[src/rtl/snake_pkg.sv]
// snake_pkg: shared direction/game-state encodings and steering helpers for snake_dir_ctrl.
package snake_pkg;
    localparam logic [1:0] DIR_UP    = 2'd0;
    localparam logic [1:0] DIR_DOWN  = 2'd1;
    localparam logic [1:0] DIR_LEFT  = 2'd2;
    localparam logic [1:0] DIR_RIGHT = 2'd3;

    typedef enum logic [1:0] {
        GS_IDLE  = 2'd0,
        GS_PLAY  = 2'd1,
        GS_OVER  = 2'd2,
        GS_PAUSE = 2'd3
    } game_state_e;

    // Encodings pair up so the low bit flips a heading to its opposite.
    function automatic logic [1:0] mirror_dir(input logic [1:0] d);
        return d ^ 2'b01;
    endfunction

    function automatic logic same_axis(input logic [1:0] a, input logic [1:0] b);
        return a[1] == b[1];
    endfunction
endpackage

[src/rtl/dir_queue.sv]
// dir_queue: one player's press mirroring, turn filtering, turn FIFO and heading register.
module dir_queue
    import snake_pkg::*;
#(
    parameter int         QDEPTH   = 2,
    parameter logic [1:0] INIT_DIR = DIR_RIGHT
) (
    input  logic       clk,
    input  logic       rst,
    input  logic       up_i,
    input  logic       down_i,
    input  logic       left_i,
    input  logic       right_i,
    input  logic       opposite_i,
    input  logic       accept_i,
    input  logic       step_i,
    input  logic       flush_i,
    input  logic       init_i,
    output logic [1:0] dir_o,
    output logic       pending_o
);
    localparam int CW = $clog2(QDEPTH + 1);

    logic [1:0]    q_q [QDEPTH];
    logic [1:0]    q_d [QDEPTH];
    logic [CW-1:0] cnt_q, cnt_d;
    logic [1:0]    dir_q, dir_d;
    logic          mu, md, ml, mr, any_press, push, pop;
    logic [1:0]    cand, tail;
    int            wr;

    assign mu        = opposite_i ? down_i  : up_i;
    assign md        = opposite_i ? up_i    : down_i;
    assign ml        = opposite_i ? right_i : left_i;
    assign mr        = opposite_i ? left_i  : right_i;
    assign any_press = mu | md | ml | mr;
    assign cand      = mu ? DIR_UP : md ? DIR_DOWN : ml ? DIR_LEFT : DIR_RIGHT;

    // Head lives at index 0; a pop shifts the queue down one slot.
    always_comb begin
        tail = dir_q;
        for (int k = 0; k < QDEPTH; k++)
            if (int'(cnt_q) - 1 == k) tail = q_q[k];
        pop  = step_i & (cnt_q != '0);
        push = accept_i & any_press & ~same_axis(cand, tail) & ((int'(cnt_q) < QDEPTH) | pop);
        wr   = int'(cnt_q) - int'(pop);
        for (int k = 0; k < QDEPTH; k++) begin
            q_d[k] = pop ? q_q[(k + 1) % QDEPTH] : q_q[k];
            if (push && k == wr) q_d[k] = cand;
        end
        cnt_d = (flush_i | init_i) ? '0 : cnt_q + CW'(push) - CW'(pop);
        dir_d = init_i ? INIT_DIR : flush_i ? dir_q : pop ? q_q[0] : dir_q;
    end

    always_ff @(posedge clk or posedge rst) begin
        if (rst) begin
            cnt_q <= '0;
            dir_q <= INIT_DIR;
            for (int k = 0; k < QDEPTH; k++) q_q[k] <= DIR_UP;
        end else begin
            cnt_q <= cnt_d;
            dir_q <= dir_d;
            for (int k = 0; k < QDEPTH; k++) q_q[k] <= q_d[k];
        end
    end

    assign dir_o     = dir_q;
    assign pending_o = cnt_q != '0;
endmodule

[src/rtl/snake_dir_ctrl.sv]
// snake_dir_ctrl: multi-player snake steering with per-player turn queues and the game FSM.
module snake_dir_ctrl
    import snake_pkg::*;
#(
    parameter int                       N_PLAYERS = 2,
    parameter int                       QDEPTH    = 2,
    parameter logic [2*N_PLAYERS-1:0]   INIT_DIRS = 4'b1011
) (
    input  logic                   clk,
    input  logic                   rst,
    input  logic [N_PLAYERS-1:0]   btn_up,
    input  logic [N_PLAYERS-1:0]   btn_down,
    input  logic [N_PLAYERS-1:0]   btn_left,
    input  logic [N_PLAYERS-1:0]   btn_right,
    input  logic [N_PLAYERS-1:0]   opposite,
    input  logic                   btn_start,
    input  logic                   btn_pause,
    input  logic                   move_tick,
    input  logic                   gameover,
    input  logic                   blink,
    output logic [2*N_PLAYERS-1:0] direction,
    output logic [N_PLAYERS-1:0]   turn_pending,
    output logic [1:0]             game_state,
    output logic                   gaming,
    output logic                   score_zero,
    output logic                   led_play
);
    game_state_e state_q;
    logic        play, enter_over, enter_idle;

    always_ff @(posedge clk or posedge rst) begin
        if (rst) state_q <= GS_IDLE;
        else begin
            case (state_q)
                GS_IDLE:  if (btn_start) state_q <= GS_PLAY;
                GS_PLAY:  state_q <= gameover ? GS_OVER : btn_pause ? GS_PAUSE : GS_PLAY;
                GS_PAUSE: state_q <= gameover ? GS_OVER : btn_pause ? GS_PLAY : GS_PAUSE;
                GS_OVER:  if (btn_start) state_q <= GS_IDLE;
                default:  state_q <= GS_IDLE;
            endcase
        end
    end

    assign play       = state_q == GS_PLAY;
    assign enter_over = (state_q == GS_PLAY || state_q == GS_PAUSE) && gameover;
    assign enter_idle = state_q == GS_OVER && btn_start;

    genvar g;
    generate
        for (g = 0; g < N_PLAYERS; g++) begin : g_player
            dir_queue #(
                .QDEPTH  (QDEPTH),
                .INIT_DIR(INIT_DIRS[2*g +: 2])
            ) u_q (
                .clk       (clk),
                .rst       (rst),
                .up_i      (btn_up[g]),
                .down_i    (btn_down[g]),
                .left_i    (btn_left[g]),
                .right_i   (btn_right[g]),
                .opposite_i(opposite[g]),
                .accept_i  (play),
                .step_i    (play & move_tick),
                .flush_i   (enter_over),
                .init_i    (enter_idle),
                .dir_o     (direction[2*g +: 2]),
                .pending_o (turn_pending[g])
            );
        end
    endgenerate

    assign game_state = state_q;
    assign gaming     = state_q == GS_PLAY;
    assign score_zero = state_q == GS_IDLE;
    assign led_play   = (state_q == GS_OVER) & blink;
endmodule

[config.mk]
export PLATFORM = sky130hd
export DESIGN_NAME = snake_dir_ctrl
export DESIGN_NICKNAME = d
export VERILOG_FILES = /design/src/rtl/snake_pkg.sv /design/src/rtl/dir_queue.sv /design/src/rtl/snake_dir_ctrl.sv
export SDC_FILE = /design/constraint.sdc
export NUM_CORES = 1
export LEC_CHECK = 0
export BUFFER_PORTS_ARGS = -buffer_cell sky130_fd_sc_hd__buf_2
export CORE_UTILIZATION = 53
export CTS_BUF_LIST = sky130_fd_sc_hd__clkbuf_16
export DETAILED_ROUTE_END_ITERATION = 10
export PLACE_DENSITY = 0.78
export SYNTH_ARGS = -nofsm -noshare
export SYNTH_HDL_FRONTEND = slang
export SYNTH_HIERARCHICAL = 1
export SYNTH_SLANG_ARGS = --single-unit
[constraint.sdc]
create_clock -name clk -period 2.9 [get_ports clk]
set_input_delay 0.145 -clock clk [delete_from_list [all_inputs] [get_ports clk]]
set_output_delay 0.145 -clock clk [all_outputs]
set_load 0.02 [all_outputs]
==> key figures, run 1 <==
Placement
  – Detailed Place HPWL: 2.25 mm
  – I/O Buffers: 27
  – RD Place Congestion: 0.865

Yosys
  – Yosys cell types: 33
  – #FFs+latches synth: 18
  – Yosys top cell by area: dfrtp_1
  – Synth Net Count: 158
  – Post-Syn Area: 0.00127 mm²
  – Yosys warns: 6
  – Synth area leaders: dfrtp_1 (30%), mux2i_1 (9.4%), ha_1 (7.9%)
  – Post-synth top area share: 0.295
  – Seq/Total Area, Yosys: 0.357
  – Avg Inst Size Synth: 9.56 µm²
  – Synth Instances: 133

Timing
  – Hold Fails Final Rpt: 0
  – Clk_skew: 0.00619 ns
  – RSZ-0062 raised after global routing: no
  – Period utilisation layout: 0.881
  – Pins over their slew limit: 0
  – Final setup vio count: 0
  – Hold WS: 0.101 ns
  – Tightest Pin Transition: 0.447 ns
  – Slew HR: 0.701
  – Crit path time final: 2.56 ns
  – Fmax: 391 MHz
  – Total negative slack: 0 ns

Setup path
  – Critical path type: reg2reg
  – Worst endpoint data arrival time: 2.69 ns
  – WP data required: 3.04 ns
  – Startpoint Class: register
  – CP endpoint kind: register
  – Reg2Reg Depth: 10
  – Crit-path max FO: 8

Cells and area
  – Final #Nets: 192
  – Most common library cell in the layout ignoring fill and taps: buf_2
  – Area delta synth->final: 21.7%
  – Final core occ: 0.692
  – Commonest non-fill, non-tap cells in the layout: buf_2 (27), inv_1 (16), dfrtp_1 (15), nor2_1 (12), mux2i_1 (12)
  – Fill cells: 186
  – Inserted Diodes: 0
  – Area occupied by multi-input gates: 758 µm²
  – Register area: 454 µm²
  – Share of layout cells above drive strength 1: 0.259

CTS
  – Reg clk slew, reported paths: 0.06 ns
  – Clock sinks: 18
  – Depth of the CTS H-tree: 1
  – Cts bufs inserted: 3
  – Clk buf depth: 2
  – Worst skew pair latency: 0.25 ns
  – CTS tree: built
  – Post-CTS setup buffers: 0
  – CTS Root Cell: clkbuf_16

Pwr
  – Peak VDD IR: 0.687 mV
  – PD cells: 1090 mW/mm²
  – Lkg Pwr: 0.000791 µW

GRT
  – First-pass GRT wire length: 5.09 mm
  – Congestion Overflow GR: 0
  – Gr usage total: 0.268
  – Vias in the first global route: 1176
  – Largest net degree at the start of global routing: 11
  – Initial antenna violation count: 0

Drt
  – Post-route DRC: 0
  – Vias: 1128
  – Via/cell ratio: 5.81
  – 1st-iter DRT viols: 20
  – Final wirelength: 2.94 mm
  – ANT nets after route: 0
  – Router iterations before antenna repair: 4
  – WL per Instance: 15.1 µm

Floorplan
  – Ports: 28
  – Rows: 17
  – Die H: 51.0 µm
  – Die area: 0.00260 mm²
  – Die Wd: 51.0 µm
  – Core area: 0.00223 mm²
  – Initial core utilization: 0.569

Worst hold path
  – Worst Hold Class: in2reg
  – Cell count of the worst hold path: 2

Status
  – Status: complete, no violations

Flow run
  – Max_cap viols: 0
[critical path, cell delays in order, from the launching register on]
cell and delay [ns]:
dfrtp_1 0.45, nor2b_4 0.28, and2_1 0.30, o21ai_2 0.18
inv_1 0.15, ha_1 0.25, nor2_1 0.12, o2111a_1 0.26
inv_1 0.07, nor2_1 0.09, a2bb2o_1 0.28
[kinds of logic (layout without fill, tap and decap cells)]
kind of cell,after synthesis,after routing,share of synthesized area
AND/OR/NAND/NOR,37,37,0.152
flip-flops,18,18,0.357
multiplexers,16,16,0.151
buffers and inverters,18,51,0.0532
adder cells (fa/ha/maj),8,8,0.0787
AO/OA/AOI/OAI,32,32,0.181
XOR/XNOR,4,4,0.0276
[cell type report]
| class | count | share of cell area |
|---|---|---|
| clock buffer | 3 | 0.0485 |
| sequential | 18 | 0.294 |
| clock inverter | 1 | 0.00243 |
| tap | 28 | 0.0227 |
| timing repair buffer | 29 | 0.0987 |
| multi-input combinational | 97 | 0.490 |
| inverter | 18 | 0.0437 |
[sequential cells by signal, indices dropped and copies added, names as in the netlist]
register            cells
g_player.u_q/cnt_q      4
g_player.u_q/dir_o      4
g_player.u_q/q_q        8
game_state              2
[routing by layer]
layer  global-route usage  share of wire  up-vias
li1                     -              -      543
met1                0.324           0.43      532
met2                0.450           0.48       44
met3               0.0655          0.067        9
met4                0.111          0.020        0
met5                    0              0        -
[synthesized netlist by cell type]
cell	instances
a211o_1	3
nand2b_1	4
a221oi_1	2
dfstp_2	3
inv_1	16
nor2b_2	1
mux2_2	1
a2bb2o_1	2
a31oi_1	4
mux2i_1	12
a22o_1	1
nor2b_1	3
and2_1	3
mux2i_4	2
xnor2_1	4
a21oi_1	1
and4b_1	1
a211oi_1	2
inv_2	2
nor3_1	2
nand3_1	2
a221oi_2	1
nor2_1	12
ha_1	8
mux2_4	1
o21ai_1	5
and3_1	2
o211ai_1	2
nand2_1	5
dfrtp_1	15
nor3b_1	2
o21ai_0	7
o2111a_1	2
[worst paths after layout]
check | from | to | slack (ns)
max | game_state[0] | g_player[1].u_q/q_q[1] | 0.34
min | btn_start | game_state[1] | 0.10
max reg2reg | game_state[0] | g_player[1].u_q/q_q[1] | 0.34
min reg2reg | g_player[0].u_q/q_q[3] | g_player[0].u_q/dir_o[1] | 0.55
max in group asynchronous | rst | g_player[1].u_q/dir_o[1] | 2.20
min in group asynchronous | rst | game_state[0] | 0.31
[stage by stage]
| step | worst slack (ns) | std cells | total power (µW) | cell area [µm²] |
|---|---|---|---|---|
| CTS | 0.164 | 194 | 1680 | 1540 |
| global placement | 0.376 | 189 | 1340 | 1450 |
| global route | 0.181 | 194 | 1810 | 1550 |
| finish | 0.344 | 194 | 1690 | 1550 |
| detailed placement | 0.205 | 189 | 1380 | 1450 |
| floorplan | 0.299 | 133 | 1150 | 1270 |
[what timing repair did]
item | 4_1_cts | 5_1_grt
setup endpoints to repair | 0 | 1
gates resized for setup | 0 | 2
hold buffers | 1 | 0
endpoints found under the hold margin | 15 | 0
[where the power goes]
group	internal, µW	switching, µW	leakage [µW]
clock	183	95.0	0.0000385
sequential	389	127	0.000214
combinational	402	491	0.000538
No activity file was read; power rests on OpenSTA's default activity.
==> inputs of run 2 (changes only) <==
--- a/config.mk
+++ b/config.mk
@@ -5,11 +5,12 @@
 export SDC_FILE = /design/constraint.sdc
 export NUM_CORES = 1
 export LEC_CHECK = 0
+export ABC_AREA = 1
 export BUFFER_PORTS_ARGS = -buffer_cell sky130_fd_sc_hd__buf_2
-export CORE_UTILIZATION = 53
+export CORE_UTILIZATION = 56
 export CTS_BUF_LIST = sky130_fd_sc_hd__clkbuf_16
 export DETAILED_ROUTE_END_ITERATION = 10
-export PLACE_DENSITY = 0.78
+export PLACE_DENSITY = 0.8
 export SYNTH_ARGS = -nofsm -noshare
 export SYNTH_HDL_FRONTEND = slang
 export SYNTH_HIERARCHICAL = 1
==> run 2 against run 1 <==
  * Synthesized area rose by 22%
  * Wire length rose by 7.9%
  * Utilization rose by 1.7 points
  * Critical path type unchanged
  * Largest cell class unchanged
  * Highest routed layer unchanged
==> key figures, run 2 <==
Status
  – Status: complete, no violations

Cells and area
  – Area delta synth->final: 16.6%
  – Non-filler cells, final: 268 (+38%)
  – Inserted Diodes: 0 (unchanged)
  – Share of layout cells above drive strength 1: 0.324 (+0.0645)
  – Reg with most FFs: g_player.u_q/q_q
  – Commonest non-fill, non-tap cells in the layout: nand2_1 (42), inv_1 (31), buf_2 (27), nor2_1 (21), nand3_1 (19)
  – Max FFs per register: 8 (unchanged)
  – Final #Nets: 264 (+38%)
  – Design Area, Final: 0.00180 mm² (+17%)
  – Most common library cell in the layout ignoring fill and taps: nand2_1
  – Fill cells: 230 (+24%)

Yosys
  – Yosys warns: 6 (unchanged)
  – Compound-gate portion of the synthesized area: 0.0671 (-0.114)
  – Synth area leaders: dfrtp_1 (24%), nand2_1 (10%), inv_1 (7.5%)
  – Cell with the most instances after synthesis: nand2_1
  – Post-Syn Area: 0.00155 mm² (+22%)
  – Post-synthesis mux area share: 0 (-0.151)
  – Yosys cell types: 28 (-15%)
  – #FFs+latches synth: 18 (unchanged)
  – Avg Inst Size Synth: 7.48 µm² (-22%)
  – XOR/XNOR Fraction of Synth Area: 0.0226 (-0.00492)
  – Synth Instances: 207 (+56%)
  – Largest family of logic cells by synthesized area: simple AND/OR/NAND/NOR gates
  – Post-synth top area share: 0.243 (-0.0528)
  – Seq/Total Area, Yosys: 0.293 (-0.0638)
  – Top FF cell, synth: dfrtp_1
  – Post-Synth Simple-Gate Area: 0.454 (+0.303)
  – Post-synth EDFFs: 0 (unchanged)
  – Ys async rst share: 1.00 (unchanged)
  – Synth Net Count: 232 (+47%)
  – Adder-Cell Fraction of Synth Area: 0.0647 (-0.0141)
  – Yosys top cell by area: dfrtp_1
  – Commonest cells in the netlist: nand2_1 (42), inv_1 (31), nor2_1 (21)

Setup path
  – Crit-path max FO: 11 (+3)
  – Delay-heaviest family, CP: simple AND/OR/NAND/NOR gates
  – Largest stage delay, worst path: 0.44 ns (about the same)
  – CP bufs+invs: 2 (unchanged)
  – Critical Path Sink: g_player[0].u_q/q_q[1]
  – Critical Path Stages: 11 (+1)
  – Startpoint Class: register
  – CP startpoint: game_state[1]
  – CP endpoint kind: register
  – Crit path cell chain: inv_1 > and3_2 > nand2_1 > inv_1 > ha_1 > ha_1 > nand2_1 > nor2_1 > nand4_2 > nand3_1 > nand3_1
  – Reg2Reg Depth: 11 (+1)
  – Worst endpoint data arrival time: 2.40 ns (-0.29 ns)
  – R2R Setup Slk: 0.63 ns (+0.29 ns)
  – WP data required: 3.03 ns (about the same)
  – Critical path type: reg2reg
  – Worst r2r src: game_state[1]
  – Worst path slowest cell: dfrtp_1
  – R2r endpoint: g_player[0].u_q/q_q[1]

Pwr
  – P_int: 854 µW (-12%)
  – Lkg Pwr: 0.00103 µW (+30%)
  – Switching part of the total power: 0.479 (+0.0567)
  – Logic pwr share: 0.561 (+0.032)
  – Peak VDD IR: 0.687 mV (about the same)
  – Switch Pwr: 785 µW (+10%)
  – PD cells: 908 mW/mm² (-17%)
  – Clock Power Share: 0.167 (+0.002)
  – Sequential share of power: 0.272 (-0.034)
  – Final Power: 1640 µW (-2.9%)

Placement
  – Dpl cells: 263 (+39%)
  – RD Place Congestion: 0.879 (+1.6%)
  – Placed Area: 0.00172 mm² (+18%)
  – Detailed Place HPWL: 2.53 mm (+13%)
  – I/O Buffers: 27 (unchanged)

Drt
  – WL per Instance: 11.8 µm (-22%)
  – Vias: 1419 (+26%)
  – Router iterations before antenna repair: 4 (unchanged)
  – 1st-iter DRT viols: 52 (+160%)
  – ANT nets after route: 0 (unchanged)
  – Final wirelength: 3.17 mm (+7.9%)
  – Post-route DRC: 0 (unchanged)
  – Via/cell ratio: 5.29 (-8.9%)

Timing
  – Fmax: 441 MHz (+13%)
  – Hold Fails Final Rpt: 0 (unchanged)
  – Pins over their slew limit: 0 (unchanged)
  – Tightest Pin Transition: 0.490 ns (+0.0435 ns)
  – RSZ-0062 raised after global routing: no
  – Slew HR: 0.672 (-0.0291)
  – Period utilisation layout: 0.783 (-0.0987)
  – Clk_skew: 0.00328 ns (-0.00291 ns)
  – Total negative slack: 0 ns (unchanged)
  – Hold WS: 0.181 ns (+0.0800 ns)
  – Crit path time final: 2.27 ns (-0.286 ns)
  – Final setup vio count: 0 (unchanged)

CTS
  – Worst skew pair latency: 0.25 ns (about the same)
  – Depth of the CTS H-tree: 1 (unchanged)
  – Cts bufs inserted: 3 (unchanged)
  – Reg clk slew, reported paths: 0.05 ns (about the same)
  – Clk buf depth: 2 (unchanged)
  – CTS Root Cell: clkbuf_16
  – Post-CTS resize count: 0 (unchanged)
  – Clock sinks: 18 (unchanged)
  – CTS tree: built

Floorplan
  – Ports: 28 (unchanged)
  – Die Wd: 54.6 µm (+7.1%)
  – Die area: 0.00298 mm² (+15%)
  – Rows: 18 (+1)
  – Core area: 0.00254 mm² (+14%)
  – Initial core utilization: 0.608 (+0.0390)
  – Die H: 54.6 µm (+7.1%)

GRT
  – Largest net degree at the start of global routing: 12 (+1)
  – Congestion Overflow GR: 0 (unchanged)
  – Initial antenna violation count: 0 (unchanged)
  – Vias in the first global route: 1202 (+2.2%)
  – Gr usage total: 0.249 (-0.0189)
  – First-pass GRT wire length: 5.16 mm (+1.5%)

Worst hold path
  – Worst Hold Class: in2reg

Flow run
  – Max_cap viols: 0 (unchanged)
==> run 2: changes by cell type after synthesis, sizes merged, moves of 7 or more <==
cell / delta
a21oi: +7
inv: +21
mux2i: -14
nand2: +51
nand3: +23
nand4: +12
nor2: +12
o21ai: -7
==> run 2: through the flow <==
step,util,worst slack (ns)
2_1_floorplan,-,0.710
3_3_place_gp,0.674,0.717
3_5_place_dp,0.674,0.647
4_1_cts,0.709,0.636
5_1_grt,0.709,0.398
6_report,0.709,0.630
==> run 2: kinds of logic after synthesis <==
logic type | count (synthesis)
AO/OA/AOI/OAI | 14
XOR/XNOR | 4
adder cells (fa/ha/maj) | 8
buffers and inverters | 40
flip-flops | 18
AND/OR/NAND/NOR | 123
==> run 2: final cells by class <==
cell class | instances | area [µm²] | area share
Tap cell | 30 | 37.5 | 0.0208
Inverter | 39 | 146 | 0.0811
Clock buffer | 3 | 75.1 | 0.0416
Multi-Input combinational cell | 149 | 942 | 0.522
Clock inverter | 1 | 3.75 | 0.00208
Sequential cell | 18 | 454 | 0.252
Timing Repair Buffer | 28 | 145 | 0.0804
==> run 2: metal layers <==
metal / track usage / wire, µm
met5: 0 / 0
met3: 0.0278 / 135
met4: 0.0983 / 55
met1: 0.346 / 1550
met2: 0.392 / 1420
==> run 2: power by group through the flow <==
| stage | Combinational, µW | Clock (µW) | Sequential (µW) |
|---|---|---|---|
| 3_3_place_gp | 901 | 0 | 442 |
| 6_report | 920 | 273 | 446 |
| 4_1_cts | 923 | 279 | 443 |
| 2_1_floorplan | 673 | 0 | 476 |
| 5_1_grt | 1030 | 286 | 460 |
| 3_5_place_dp | 914 | 0 | 446 |
==> run 2: worst min-delay path by stage <==
stage,endpoint,cells past startpoint,start,slack (ns)
5_1_grt,game_state[0],3,btn_start,0.21
3_5_place_dp,game_state[0],2,rst,0.02
4_1_cts,game_state[0],3,btn_start,0.19
6_report,game_state[0],3,btn_start,0.18
3_3_place_gp,game_state[0],2,rst,0.01
2_1_floorplan,game_state[0],1,rst,-0.11
==> run 2: tightest hold or removal path: stages <==
cell     delay [ns]
buf_2          0.09
a21oi_1        0.07
nor2_1         0.09
==> run 2: what timing repair did <==
item,in CTS,in global routing
endpoints found under the hold margin,15,0
hold buffers,1,0
buffers inserted,0,0
